## src/rtl/scan_pkg.sv

```systemverilog
// rtl/scan_pkg.sv - shared state encodings and counter width helper for the scan sequencer
package scan_pkg;

    typedef enum logic [1:0] {
        ST_IDLE  = 2'b00,
        ST_BLANK = 2'b01,
        ST_SHOW  = 2'b10
    } scan_state_t;

    // Width of a counter that must hold 0 .. prescale-1 (at least one bit)
    function automatic int cnt_width(input int prescale);
        return (prescale < 2) ? 1 : $clog2(prescale);
    endfunction

endpackage

```

## src/rtl/slot_counter.sv

```systemverilog
// rtl/slot_counter.sv - modulo-MOD free-running counter with sync clear and terminal count
module slot_counter
    import scan_pkg::*;
#(
    parameter int MOD = 4,
    parameter int W   = cnt_width(MOD)
) (
    input  logic         clk,
    input  logic         clr,
    output logic [W-1:0] cnt,
    output logic         tc
);

    localparam logic [W-1:0] LAST = W'(MOD - 1);

    assign tc = (cnt == LAST);

    // Count every cycle, folding back to zero after the last position; clear wins
    always_ff @(posedge clk) begin
        if (clr) begin
            cnt <= '0;
        end else if (tc) begin
            cnt <= '0;
        end else begin
            cnt <= cnt + W'(1);
        end
    end

endmodule

```

## src/rtl/scan_sequencer.sv

```systemverilog
// rtl/scan_sequencer.sv - 2-bit select scanner with per-slot blanking for a 2-to-4 decoder
module scan_sequencer
    import scan_pkg::*;
#(
    parameter int PRESCALE = 4,
    parameter int BLANK    = 1
) (
    input  logic Clk,
    input  logic Rst,
    input  logic En,
    input  logic Restart,
    output logic I1,
    output logic I0,
    output logic Valid,
    output logic Tick,
    output logic Wrap
);

    localparam int W = cnt_width(PRESCALE);

    // A slot starts blanked unless there is no blanking interval at all
    localparam scan_state_t SLOT_START = (BLANK == 0) ? ST_SHOW : ST_BLANK;

    scan_state_t  state;
    scan_state_t  state_next;
    logic [1:0]   idx;
    logic [1:0]   idx_next;
    logic         tick_next;
    logic         wrap_next;
    logic [W-1:0] cnt;
    logic         tc;
    logic         cnt_clr;

    // The slot position only advances while actually scanning
    assign cnt_clr = Rst | Restart | ~En | (state == ST_IDLE);

    slot_counter #(
        .MOD (PRESCALE),
        .W   (W)
    ) u_slot_counter (
        .clk (Clk),
        .clr (cnt_clr),
        .cnt (cnt),
        .tc  (tc)
    );

    assign I1 = idx[1];
    assign I0 = idx[0];

    // Next state, next index and pulse decisions; Restart outranks En, which outranks advance
    always_comb begin
        state_next = state;
        idx_next   = idx;
        tick_next  = 1'b0;
        wrap_next  = 1'b0;
        if (Restart) begin
            idx_next   = 2'd0;
            state_next = En ? SLOT_START : ST_IDLE;
        end else if (!En) begin
            state_next = ST_IDLE;
        end else if (state == ST_IDLE) begin
            state_next = SLOT_START;
        end else if (tc) begin
            idx_next   = idx + 2'd1;
            tick_next  = 1'b1;
            wrap_next  = (idx == 2'd3);
            state_next = SLOT_START;
        end else if (int'(cnt) + 1 >= BLANK) begin
            state_next = ST_SHOW;
        end else begin
            state_next = ST_BLANK;
        end
    end

    // State, index and registered outputs; Valid mirrors the SHOW state
    always_ff @(posedge Clk) begin
        if (Rst) begin
            state <= ST_IDLE;
            idx   <= 2'd0;
            Valid <= 1'b0;
            Tick  <= 1'b0;
            Wrap  <= 1'b0;
        end else begin
            state <= state_next;
            idx   <= idx_next;
            Valid <= (state_next == ST_SHOW);
            Tick  <= tick_next;
            Wrap  <= wrap_next;
        end
    end

endmodule

```

## config.mk

```make
export PLATFORM = sky130hd
export DESIGN_NAME = scan_sequencer
export DESIGN_NICKNAME = d
export VERILOG_FILES = /design/src/rtl/scan_pkg.sv /design/src/rtl/slot_counter.sv /design/src/rtl/scan_sequencer.sv
export SDC_FILE = /design/constraint.sdc
export NUM_CORES = 1
export LEC_CHECK = 0
export CELL_PAD_IN_SITES_DETAIL_PLACEMENT = 2
export CELL_PAD_IN_SITES_GLOBAL_PLACEMENT = 2
export CORE_MARGIN = 2
export CORE_UTILIZATION = 27
export DETAILED_ROUTE_END_ITERATION = 8
export PLACE_DENSITY = 0.67
export SLEW_MARGIN = 10
export SYNTH_ARGS = -nofsm -noshare
export SYNTH_HDL_FRONTEND = slang
export SYNTH_SLANG_ARGS = --single-unit
```

## constraint.sdc

```tcl
create_clock -name Clk -period 1.6 [get_ports Clk]
set_clock_uncertainty 0.2 [all_clocks]
set_input_delay 0.16 -clock Clk [delete_from_list [all_inputs] [get_ports Clk]]
set_output_delay 0.16 -clock Clk [all_outputs]
set_load 0.05 [all_outputs]
```

== Word-level counts from Yosys, hierarchy flattened ==
Cells that the tools add are included.

* Output and inout port bits: 5
* Input port bits: 4
* Logic and storage cells: 32
* Register bits after elaboration: 9

* Magnitude comparators: 1
* Bitwise operators: 6
* Reductions and logical operators: 6
* $add $sub $neg: 3
* Eq/ne operators: 3
* Multiplexer cells: 7

{| class="wikitable"
|+ Operator list
! cell !! number
|-
| $mux 2 || 5
|-
| $eq 2x2->1 const B || 3
|-
| $reduce_or 5->1 || 1
|-
| $add 2x1->2 const B || 2
|-
| $reduce_or 2->1 || 2
|-
| $reduce_or 4->1 || 1
|-
| $add 2x1->3 const B || 1
|-
| $ge 3x1->1 const B || 1
|-
| $not 1->1 || 3
|-
| $or 1x1->1 || 3
|-
| $reduce_and 3->1 || 1
|-
| $logic_not 2->1 || 1
|-
| $mux 1 || 2
|}

== Longest topological paths before layout ==
Gate-level depths: netlist of run 1.

* Depth in word-level cells: 8
* Gate-level depth with buffers: 3
* Gate-level depth less buffers: 3

== By module ==
Synthesis of run 1 repeated with hierarchy kept, for this count alone.

* Cell total of the unflattened synthesis: 32
* Area, all modules: 356.6 um2

{| class="wikitable"
|+ By module, submodules not included
! module !! cells each !! area an instance (um2) !! seq. area each (um2) !! times used
|-
| scan_sequencer || 27 || 281.5 || 140.1 || 1
|-
| slot_counter || 5 || 75.1 || 40.0 || 1
|}

== Least setup slack after synthesis of run 1 ==
OpenSTA, ideal clock, no wires.

* Path kind: reg2reg
* Start point: register idx[0]
* End point: register idx[1]
* Stages on the path, launching flop included: 4
* Clock period less this slack: 1,640 ps
* Arrival: 1,319 ps
* Path buffers: 0
* Required time: 1,279 ps
* Slack: -40 ps
* Setup time: 121 ps
* Path through: dfxtp_1 -> ha_1 -> nor3b_1 -> mux2_2

* Word-level cells in the longest chain between the ends: 1

{| class="wikitable"
|+ Ends and longest elaborated chain
! element !! line !! text
|-
| from (decl) || scan_sequencer.sv:26 || <nowiki>logic [1:0] idx;</nowiki>
|-
| from (signal assigned) || scan_sequencer.sv:85 || <nowiki>idx <= idx_next;</nowiki>
|-
| $add 2x1->2 || scan_sequencer.sv:64 || <nowiki>idx_next = idx + 2'd1;</nowiki>
|}

Every way passes these cells.
A chain may end at the register's enable or synchronous reset.

== Final worst setup path of run 1 ==
* Start point: register u_slot_counter.cnt[0]
* End point: register idx[1]

* Word-level cells in the longest chain between the ends: 2

{| class="wikitable"
|+ Ends and longest elaborated chain
! element !! line !! text
|-
| from (decl) || slot_counter.sv:10 || <nowiki>output logic [W-1:0] cnt,</nowiki>
|-
| from (signal assigned) || slot_counter.sv:25 || <nowiki>cnt <= cnt + W'(1);</nowiki>
|-
| $eq 2x2->1 || slot_counter.sv:16 || <nowiki>assign tc = (cnt == LAST);</nowiki>
|-
| via tc || scan_sequencer.sv:31 || <nowiki>logic tc;</nowiki>
|-
| $reduce_and 3->1 (no source line) || n/a ||
|}

The timed path passes the listed nets, and every way through them passes these cells.

==> flow_summary_export.csv, run 1 <==
group,metric,value,unit
clocking,path_clk_slew,60,ps
layout,n_antenna_cell,0,
sta,slew_violations,0,
worst_setup_path,critPathSlowestCell,"dfxtp_1",
sta,period_share,89.0,%
place,portBuffers,8,
yosys,ys_ff_latch,9,
worst_hold_path,hold_class,"register to register",
layout,area_delta_synth_final,39.2,%
place,hpwl,735,um
place,pre_cts_slack,41.7,ps
sta,tightestPinTransition,563,ps
clocking,cts_max_path_buffers,2,
yosys,yosysWarnings,0,
yosys,syn_area,370,sq um
worst_setup_path,arrival,1360,ps
routing,drt_iter0_markers,4,
clocking,numCtsBuffers,3,
worst_setup_path,max_stage_delay,370,ps
sta,layout_min_cycle_time,1420,ps
clocking,cts_hold_buf,0,
worst_hold_path,min_path_cells,1,
clocking,cts_tree,"done",
power_and_ir_drop,p_leak,0.236,nW
sta,fin_ws,176,ps
worst_setup_path,rrSetupSlack,180,ps
clocking,post_cts_buffers,0,
global_routing,track_usage,13.2,%
layout,final_cells,63,
yosys,synth.area.top_cells,"dfxtp_1 (49%), ha_1 (10%), mux2_2 (6.1%), nor3b_1 (6.1%), nor3_1 (4.1%)",
layout,nNetsFinal,56,
global_routing,gr-total-overflow,0,
place,dp.cells,59,
worst_setup_path,crit_type,"register to register",
floorplanning,die_w,41.0,um
global_routing,grt_max_degree,7,
worst_setup_path,path_max_fanout,3,
status,status,"complete, no violations",
routing,num_vias,303,
clocking,cts_resized,0,
power_and_ir_drop,ir_drop,0.346,mV
worst_hold_path,worstHoldEndpoint,"u_slot_counter.cnt[0]",
floorplanning,die-area,0.00168,sq mm
sta,finalSetupTns,0,ps
place,place.gp.congestion,0.649,
worst_setup_path,cp-start-kind,"register",
yosys,syn_inst,34,
layout,drive_gt1_share,37.5,%
yosys,synth_cell_types,16,
sta,hold_viol,0,
sta,rsz0062_at_grt,"false",
floorplanning,ios,9,
floorplanning,core_region_area,0.00128,sq mm
yosys,synth_top_area_share,48.6,%
clocking,clk_latency,250,ps
routing,drtAntennaViolNets,0,
run,drv_cap,0,
routing,drc,0,
clocking,clock_sinks,9,
yosys,avgSynthCellArea,10.9,sq um
yosys,seq_area_frac_synth,48.6,%
global_routing,grt_pass1_vias,313,
sta,hold_slack,289,ps
routing,first_pass_iters,2,
layout,design_area,515,sq um
sta,max_slew_margin,62.1,%
worst_setup_path,ff2ff_path_depth,3,
yosys,yosys.area.top_type,"dfxtp_1",
clocking,htreeDepth,1,
global_routing,antenna_found_initial,0,
yosys,syn_nets,41,
layout,final_util,40.1,%
worst_hold_path,min_from,"u_slot_counter.cnt[0]",
routing,routedWlPerCell,13.7,um
sta,setup_violations,0,
worst_setup_path,cp_cell_sequence,"ha_1 > o211a_1 > mux2_2",
worst_setup_path,startpoint,"u_slot_counter.cnt[0]",
global_routing,grt_pass1_wl,1330,um
sta,fmax,702,MHz
worst_setup_path,endpoint_kind,"register",
worst_setup_path,cp.required,1540,ps
floorplanning,start_util,28.8,%
clocking,clock_tree.root_cell,"clkbuf_4",
worst_setup_path,crit_buf_inv,0,
worst_setup_path,reg2reg_from,"u_slot_counter.cnt[0]",
routing,via_per_inst,4.81,
worst_setup_path,crit_family,"flip-flops",
place,placed_cell_area,489,sq um
routing,wl,865,um
power_and_ir_drop,finalPower,0.425,mW
floorplanning,num_rows,13,
floorplanning,die_h,41.0,um
power_and_ir_drop,p_per_area,825,mW/mm^2
worst_setup_path,r2r-end,"idx[1]",
-- area by class of cell --
type	count	area (sq um)
sequential	9	183
tap	15	18.8
timing repair buffer	11	103
inverter	2	7.51
fill	142	769
multi-input combinational	22	178
clock buffer	4	26.3
-- report_power, final --
group	internal (mW)	switching [mW]
Clock	0.0957	0.0723
Sequential	0.227	0.00211
Combinational	0.0148	0.0134
Total	0.337	0.0879
-- logic make-up after synthesis --
family                     after synthesis  share of synthesized area, %
muxes                                    2                          6.08
DFF                                      9                          48.6
adders and majority gates                3                          10.1
AOI/OAI and AO/OA                        3                          7.09
buffers and inverters                    3                          3.38
and+or+nand+nor                         14                          24.7
-- synthesized netlist by cell type --
cell type  number
nor3_1          3
ha_1            3
o311a_2         1
o211a_1         1
or2_0           1
nor4_1          2
inv_1           2
mux2_2          2
nor4b_2         1
nor3b_1         3
buf_2           1
nor2_1          2
nand2_1         1
and2b_2         1
o21ai_0         1
dfxtp_1         9
-- layer usage --
layer / global-route usage (%) / wire, um
met1: 12.1 / 306
met2: 25.4 / 526
met3: 4.89 / 32
met4: 5.00 / 0
met5: 0 / 0
-- registers in the layout, indices dropped and copies added (netlist names) --
name / flops
Tick: 1
Valid: 1
Wrap: 1
idx: 2
state: 2
u_slot_counter.cnt: 2
-- how the worst max path moves through the flow --
stage                     endpoint  slack [ps]  depth (start not counted)
final                       idx[1]         180                          3
after global routing        idx[1]          90                          3
after CTS                   idx[0]         150                          3
after detailed placement    idx[1]          40                          3
after global placement      idx[0]          60                          3
after floorplan             idx[1]         150                          3
-- layout by cell type, fill, tap and decap left out --
| cell | instances |
|---|---|
| dfxtp_1 | 7 |
| buf_4 | 7 |
| nor3_1 | 3 |
| nor3b_1 | 3 |
| ha_1 | 3 |
| clkbuf_4 | 3 |
| clkdlybuf4s50_1 | 3 |
| mux2_2 | 2 |
| inv_1 | 2 |
| nor4_1 | 2 |
| nor2_1 | 2 |
| dfxtp_2 | 2 |
| o21ai_0 | 1 |
| or2_0 | 1 |
| o211a_1 | 1 |
| o311a_2 | 1 |
| nor4b_2 | 1 |
| and2b_2 | 1 |
| nand2_1 | 1 |
| clkbuf_1 | 1 |
| buf_12 | 1 |
No activity file was read; power rests on OpenSTA's default activity.
==> run 2: changes to the inputs <==
MAX_ROUTING_LAYER = met4   (was default)
clock period = 1.57 ns   (was 1.6 ns; I/O delays follow)
==> run 2 against run 1 <==
Compared with the run above: critical path depth unchanged; setup slack got worse by 9.8 ps; first-iteration DRC count decreased by 50%; sequential share of layout area decreased by 1.3 points; sequential cell count unchanged; die area unchanged; critical path type unchanged; worst hold slack got worse by 25 ps; cell count increased by 1.6%; core utilization increased by 1.6 points; highest routed layer unchanged.
==> flow_summary_export.csv, run 2 (same netlist as run 1, synthesis figures left out) <==
group,metric,value,unit
power_and_ir_drop,p_per_area,824,mW/mm^2
sta,hold_viol,0,
floorplanning,die-area,0.00168,sq mm
clocking,post_cts_buffers,0,
sta,fin_ws,166,ps
routing,via_per_inst,4.89,
layout,fillers,137,
sta,finalSetupTns,0,ps
floorplanning,start_util,28.8,%
place,place.gp.congestion,0.664,
worst_setup_path,cp-start-kind,"register",
routing,routedWlPerCell,13.5,um
global_routing,gr-total-overflow,0,
global_routing,grt_pass1_vias,351,
sta,tightestPinTransition,654,ps
layout,reg_top3,"idx: 2 flops, state: 2 flops, u_slot_counter.cnt: 2 flops",
sta,max_slew_margin,55.9,%
sta,setup_violations,0,
clocking,cts_max_path_buffers,2,
worst_setup_path,arrival,1350,ps
clocking,clock_sinks,9,
layout,n_antenna_cell,0,
run,drv_cap,0,
worst_setup_path,reg2reg_from,"u_slot_counter.cnt[0]",
clocking,path_clk_slew,60,ps
floorplanning,num_rows,13,
worst_setup_path,endpoint_kind,"register",
worst_setup_path,cp_cell_sequence,"ha_1 > o211a_1 > mux2_2",
place,hpwl,730,um
worst_setup_path,endpoint,"idx[1]",
clocking,cts_resized,0,
worst_hold_path,hold_class,"register to register",
sta,rsz0062_at_grt,"false",
floorplanning,core_region_area,0.00128,sq mm
layout,layout.cells.most_common_list,"dfxtp_1 (7), buf_4 (7)",
routing,met2_length,509,um
routing,num_vias,313,
power_and_ir_drop,finalPower,0.441,mW
clocking,htreeDepth,1,
routing,drt_iter0_markers,2,
routing,wl,861,um
global_routing,grt_max_degree,7,
worst_setup_path,critPathSlowestCell,"dfxtp_1",
routing,wl_met1,299,um
global_routing,track_usage,14.3,%
worst_setup_path,crit_family,"flip-flops",
routing,highest_layer,"met3",
worst_setup_path,path_depth,3,
routing,first_pass_iters,4,
global_routing,antenna_found_initial,0,
worst_setup_path,r2r-end,"idx[1]",
layout,nNetsFinal,57,
clocking,cts_tree,"done",
sta,period_share,89.4,%
routing,drc,0,
sta,slew_violations,0,
sta,fmax,712,MHz
worst_setup_path,crit_buf_inv,0,
worst_setup_path,max_stage_delay,360,ps
clocking,cts_hold_buf,0,
worst_setup_path,ff2ff_path_depth,3,
worst_setup_path,cp.required,1520,ps
floorplanning,die_w,41.0,um
layout,drive_gt1_share,38.8,%
place,pre_cts_slack,22.9,ps
clocking,clock_tree.root_cell,"clkbuf_4",
layout,area_delta_synth_final,44.6,%
sta,layout_min_cycle_time,1400,ps
layout,final_util,41.7,%
place,portBuffers,8,
power_and_ir_drop,ir_drop,0.549,mV
worst_setup_path,startpoint,"u_slot_counter.cnt[0]",
worst_setup_path,path_max_fanout,3,
routing,dr_wl_met3,51,um
worst_setup_path,crit_type,"register to register",
floorplanning,ios,9,
floorplanning,die_h,41.0,um
worst_setup_path,rrSetupSlack,170,ps
power_and_ir_drop,p_leak,0.244,nW
clocking,numCtsBuffers,3,
global_routing,grt_pass1_wl,1440,um
routing,drtAntennaViolNets,0,
status,status,"complete, no violations",
clocking,clk_latency,260,ps
## run 2: changes by cell type in the layout (fill, tap and decap cells not counted), sizes merged
| cell | previous run | this run |
|---|---|---|
| buf | 8 | 9 |
## run 2: cell type report
class                      count  area (sq um)  share of cell area (%)
inverter                       2          7.51                    1.40
timing repair buffer          12           123                    22.9
clock buffer                   4          26.3                    4.91
sequential                     9           183                    34.1
multi-input combinational     22           178                    33.2
tap                           15          18.8                    3.50
## run 2: power breakdown
group | internal, mW | switching, mW | total [mW]
registers | 0.231 | 0.00206 | 0.233
clock network | 0.0978 | 0.0790 | 0.177
logic | 0.0167 | 0.0145 | 0.0312
total | 0.346 | 0.0955 | 0.441
## run 2: stage by stage
step / hold slack, ps / area (sq um) / std cells
2_1_floorplan: 97.4 / 373 / 34
3_3_place_gp: 248 / 509 / 60
3_5_place_dp: 263 / 509 / 60
4_1_cts: 273 / 536 / 64
5_1_grt: 328 / 536 / 64
6_report: 264 / 536 / 64
## run 2: worst min path at each step
| stage | from | end | slack, ps | cells past startpoint |
|---|---|---|---|---|
| 2_1_floorplan | En | state[0] | 100 | 1 |
| 3_3_place_gp | u_slot_counter.cnt[0] | u_slot_counter.cnt[0] | 250 | 1 |
| 3_5_place_dp | u_slot_counter.cnt[0] | u_slot_counter.cnt[0] | 260 | 1 |
| 4_1_cts | u_slot_counter.cnt[0] | u_slot_counter.cnt[0] | 270 | 1 |
| 5_1_grt | u_slot_counter.cnt[0] | u_slot_counter.cnt[0] | 330 | 1 |
| 6_report | u_slot_counter.cnt[0] | u_slot_counter.cnt[0] | 260 | 1 |
## run 2: routing by layer
layer / vias to the layer above / track usage (%)
met5: - / -
met4: 0 / 2.50
met3: 0 / 9.78
met2: 8 / 25.8
met1: 155 / 12.1
li1: 150 / -
